===== src/rtl/frv_mem_arbiter.sv =====
// Two-requester (instruction/data) arbiter in front of one FRV memory port.
// Owner FIFO routes in-order responses back to whichever requester was granted.
module frv_mem_arbiter #(
    parameter int unsigned DEPTH = 2,
    parameter bit          RR_EN = 1'b1
) (
    input  logic        g_clk,
    input  logic        g_resetn,

    input  logic        i_req,
    input  logic        i_wen,
    input  logic [3:0]  i_strb,
    input  logic [31:0] i_wdata,
    input  logic [31:0] i_addr,
    output logic        i_gnt,
    output logic        i_recv,
    input  logic        i_ack,
    output logic        i_error,
    output logic [31:0] i_rdata,

    input  logic        d_req,
    input  logic        d_wen,
    input  logic [3:0]  d_strb,
    input  logic [31:0] d_wdata,
    input  logic [31:0] d_addr,
    output logic        d_gnt,
    output logic        d_recv,
    input  logic        d_ack,
    output logic        d_error,
    output logic [31:0] d_rdata,

    output logic        mem_req,
    output logic        mem_wen,
    output logic [3:0]  mem_strb,
    output logic [31:0] mem_wdata,
    output logic [31:0] mem_addr,
    input  logic        mem_gnt,
    input  logic        mem_recv,
    output logic        mem_ack,
    input  logic        mem_error,
    input  logic [31:0] mem_rdata
);

    localparam logic [3:0] FULL_CNT = 4'(DEPTH);
    localparam logic [2:0] PTR_LAST = 3'(DEPTH - 1);

    typedef enum logic [1:0] {LK_NONE, LK_INSTR, LK_DATA} lock_t;

    lock_t       lock_q, lock_d;
    logic        last_data_q;
    logic [3:0]  count_q;
    logic [2:0]  wr_ptr_q, rd_ptr_q;
    logic [7:0]  owner_q;

    logic        sel_vld, sel_data, sel_req;
    logic        full, head_vld, head_data, push, pop;

    always_comb begin
        sel_vld  = 1'b0;
        sel_data = 1'b0;
        case (lock_q)
            LK_INSTR: begin sel_vld = 1'b1; sel_data = 1'b0; end
            LK_DATA:  begin sel_vld = 1'b1; sel_data = 1'b1; end
            default: begin
                if (i_req && d_req) begin
                    sel_vld  = 1'b1;
                    sel_data = RR_EN ? ~last_data_q : 1'b1;
                end else if (i_req || d_req) begin
                    sel_vld  = 1'b1;
                    sel_data = d_req;
                end
            end
        endcase
        // Reset forces every output low even with requesters still driving
        sel_vld = sel_vld && g_resetn;
    end

    assign sel_req   = sel_data ? d_req : i_req;
    assign full      = (count_q == FULL_CNT);
    assign head_vld  = (count_q != 4'd0) && g_resetn;
    assign head_data = owner_q[rd_ptr_q];

    always_comb begin
        mem_req   = sel_vld && sel_req && !full;
        mem_wen   = 1'b0;
        mem_strb  = '0;
        mem_wdata = '0;
        mem_addr  = '0;
        if (sel_vld) begin
            mem_wen   = sel_data ? d_wen   : i_wen;
            mem_strb  = sel_data ? d_strb  : i_strb;
            mem_wdata = sel_data ? d_wdata : i_wdata;
            mem_addr  = sel_data ? d_addr  : i_addr;
        end
    end

    assign push    = mem_req && mem_gnt;
    assign i_gnt   = push && !sel_data;
    assign d_gnt   = push &&  sel_data;

    assign mem_ack = head_vld && (head_data ? d_ack : i_ack);
    assign pop     = mem_recv && mem_ack;
    assign i_recv  = head_vld && !head_data && mem_recv;
    assign d_recv  = head_vld &&  head_data && mem_recv;
    assign i_error = i_recv && mem_error;
    assign d_error = d_recv && mem_error;
    assign i_rdata = g_resetn ? mem_rdata : '0;
    assign d_rdata = g_resetn ? mem_rdata : '0;

    always_comb begin
        lock_d = lock_q;
        if (push)
            lock_d = LK_NONE;
        else if (mem_req)
            lock_d = sel_data ? LK_DATA : LK_INSTR;
    end

    always_ff @(posedge g_clk or negedge g_resetn) begin
        if (!g_resetn) begin
            lock_q      <= LK_NONE;
            last_data_q <= 1'b0;
            count_q     <= '0;
            wr_ptr_q    <= '0;
            rd_ptr_q    <= '0;
            owner_q     <= '0;
        end else begin
            lock_q <= lock_d;
            if (push) begin
                owner_q[wr_ptr_q] <= sel_data;
                last_data_q       <= sel_data;
                wr_ptr_q          <= (wr_ptr_q == PTR_LAST) ? '0 : wr_ptr_q + 3'd1;
            end
            if (pop)
                rd_ptr_q <= (rd_ptr_q == PTR_LAST) ? '0 : rd_ptr_q + 3'd1;
            if (push && !pop)
                count_q <= count_q + 4'd1;
            else if (pop && !push)
                count_q <= count_q - 4'd1;
        end
    end

endmodule


===== config.mk =====
export PLATFORM = sky130hd
export DESIGN_NAME = frv_mem_arbiter
export DESIGN_NICKNAME = d
export VERILOG_FILES = /design/src/rtl/frv_mem_arbiter.sv
export SDC_FILE = /design/constraint.sdc
export NUM_CORES = 1
export LEC_CHECK = 0
export ABC_AREA = 1
export CAP_MARGIN = 10
export CORE_AREA = 2 2 125 127
export CTS_CLUSTER_SIZE = 24
export DETAILED_ROUTE_END_ITERATION = 7
export DIE_AREA = 0 0 127 129
export SLEW_MARGIN = 5
export SYNTH_ARGS = -nofsm -noshare
export SYNTH_HDL_FRONTEND = slang
export SYNTH_SLANG_ARGS = --single-unit

===== constraint.sdc =====
create_clock -name g_clk -period 2.7 [get_ports g_clk]
set_clock_uncertainty 0.2 [all_clocks]
set_input_delay 0.405 -clock g_clk [delete_from_list [all_inputs] [get_ports g_clk]]
set_output_delay 0.405 -clock g_clk [all_outputs]
set_load 0.03 [all_outputs]

==> results.toml <==
[clock_tree]
clk_path_buf_depth = 2
cts_tree = "done"
cts_root_buffer = "clkbuf_16"
cts.clk_slew.worst_paths_ps = 60
clock_latency_ps = 250
cts_buffers = 3
cts.sinks = 21
htreeDepth = 1

[status]
outcome = "finished clean"

[timing]
worst_pin_slew_ps = 409
setup_ws_ps = 85.8
setup_tns_ps = 0
period_share = 0.968
fmax_mhz = 383
relSlewSlack = 0.727
hold_viol = 0
drv_slew = 0
rsz0062_at_grt = "yes"
layout_min_cycle_time_ps = 2610
finalSetupViolCount = 0

[die]
die_area_sq_mm = 0.0164
dieHeight_microns = 129
die_x_microns = 127
num_rows = 45
pin_count = 320
initial_utilization = 0.185
core_sq_mm = 0.0150

[placed_design]
placed_area_sq_mm = 0.00613
place_congestion = 0.816
place_hpwl_microns = 11800
place_ws_ps = -126
io_buffers = 319

[synth]
synth-seq-area-share = 0.190
yosys.area.top_type_share = 0.292
ys.flop_type = "dfrtp_1"
syn_avg_cell_area_sq_um = 5.46
synth-seq-cells = 21
syn_area_sq_mm = 0.00277
synth_async_sr_flop_share = 1.00
synth_most_common_cell = "nand2_1"
synthesis.instances = 506
synth-edff-count = 0
yosysUniqueCellTypes = 27
syn_nets = 690
synthTopCellsByCount = "215 x nand2_1, 74 x a21oi_1, 59 x inv_1"
ys_warn_count = 0
synth_area_leaders = "nand2_1 29%, dfrtp_1 19%, a21oi_1 13%"
synth.largest_area_cell = "nand2_1"

[power]
leakagePower_nw = 3.05
vdd_drop_max_uv = 415
power_density_mw_per_mm2 = 806
p_total_mw = 5.17

[setup_path]
crit_path_end_kind = "primary output"
crit_fanout = 20
regToRegSetupSlack_ps = 130
crit_required_ps = 2100
cp.arrival_ps = 2010
cpMaxStageDelayCell = "dfrtp_1"
crit_chain = "ha_4, nand3_1, o21ai_4, buf_6, buf_12, nand2_1, a21oi_1, buf_4"
max_stage_delay_ps = 400
worst-setup-path-type = "reg -> out"
startpoint_type = "register"

[route]
drt_iter0_drc = 142
viasPerCell = 4.11
drtAntennaViolNets = 0
drt-pass1-iter-count = 4
drc = 0
num_vias = 4062
wl_per_cell_microns = 15.1
drt-total-wl_microns = 15000

[global_routing]
overflow = 0
grtUsageTotal = 0.160
grt_pass1_vias = 3871
grt_pass1_wl_microns = 21000
grt_max_degree = 70
antenna_found_initial = 3

[final_layout]
drive_above_1_share = 0.196
final_util = 0.429
area_growth_pct = 132
num-nets-final = 984
design_area_sq_mm = 0.00642

[worst_hold_path]
hp-class = "in -> async"

[flow_run]
maxCapViolCount = 0
[cell families after synthesis]
group                      after synthesis  synth area share
and+or+nand+nor                        261             0.383
adders and majority gates                5            0.0253
DFF                                     21             0.190
AOI/OAI and AO/OA                       93             0.170
xor gates and xnor gates                 5            0.0186
buffers and inverters                  121             0.213
[metrics by stage]
stage	hold slack [ps]	instances
final	22.0	988
after global routing	43.8	987
after CTS	11.2	982
after detailed placement	156	977
after global placement	155	977
after floorplan	-90.6	506
[area by class of cell]
cell class                 instances  area, sq um
fill                            1552         8550
timing repair buffer             349         3580
multi-input combinational        364         1770
sequential                        21          526
tap                              188          235
inverter                          61          231
clock buffer                       4         78.8
antenna                            1         2.50
[routing by layer]
metal  global-route usage  routed length, microns
met1                0.202                    6190
met2                0.281                    7610
met3               0.0428                    1070
met4               0.0187                      74
met5                    0                      23
[path summary, 6_finish.rpt]
path / startpoint / end / cells after the start
worst max-delay path: lock_q[1]$_DFFE_PN0P_ / mem_addr[11] / 8
worst min-delay path: g_resetn / rd_ptr_q[1]$_DFFE_PN0P_ / 2
worst max register to register: lock_q[1]$_DFFE_PN0P_ / count_q[3]$_DFFE_PN0P_ / 15
worst min register to register: count_q[3]$_DFFE_PN0P_ / count_q[3]$_DFFE_PN0P_ / 1
max in group asynchronous: g_resetn / owner_q[6]$_DFFE_PN0P_ / 3
min in group g_clk: count_q[3]$_DFFE_PN0P_ / count_q[3]$_DFFE_PN0P_ / 1
[sequential cells by signal (all words and copies together), names as in the netlist]
register     cells
owner_q          8
count_q          4
rd_ptr_q         3
wr_ptr_q         3
lock_q           2
last_data_q      1
[critical path, delay by kind of cell, from the launching register on]
kind	cells	cell delay [ps]
fa+ha+maj	1	310
buf+inv	3	540
flops	1	400
compound gates	2	260
simple gates	2	220
[layout by cell type (no fill, tap or decap), drive strengths merged]
cell / netlist / routed
o21ai: 18 / 18
xnor2: 3 / 3
nor2: 16 / 16
nand3: 17 / 17
diode: 0 / 1
fa: 1 / 1
clkdlybuf4s50: 0 / 229
nand4: 8 / 8
a21oi: 74 / 74
ha: 4 / 4
xor2: 2 / 2
clkbuf: 16 / 8
buf: 44 / 115
nor3: 3 / 3
inv: 61 / 61
dlygate4sd3: 0 / 1
o22ai: 1 / 1
nand2: 217 / 217
dfrtp: 21 / 21
[what timing repair did]
action / CTS / global route
resized for setup: 14 / 14
gates cloned: 0 / 4
hold buffers: 1 / 0
endpoints found under the hold margin: 18 / 0
endpoints found under the setup margin: 17 / 47
pin swaps: 0 / 1
buffers inserted: 0 / 1
[report_power, final]
group / total [mW] / switching, mW / leakage (nW) / internal (mW)
Clock: 0.321 / 0.119 / 0.0382 / 0.201
Combinational: 4.31 / 2.46 / 2.74 / 1.85
Sequential: 0.543 / 0.112 / 0.272 / 0.430
Total: 5.17 / 2.69 / 3.05 / 2.48
(Power assumes the default switching activity.)
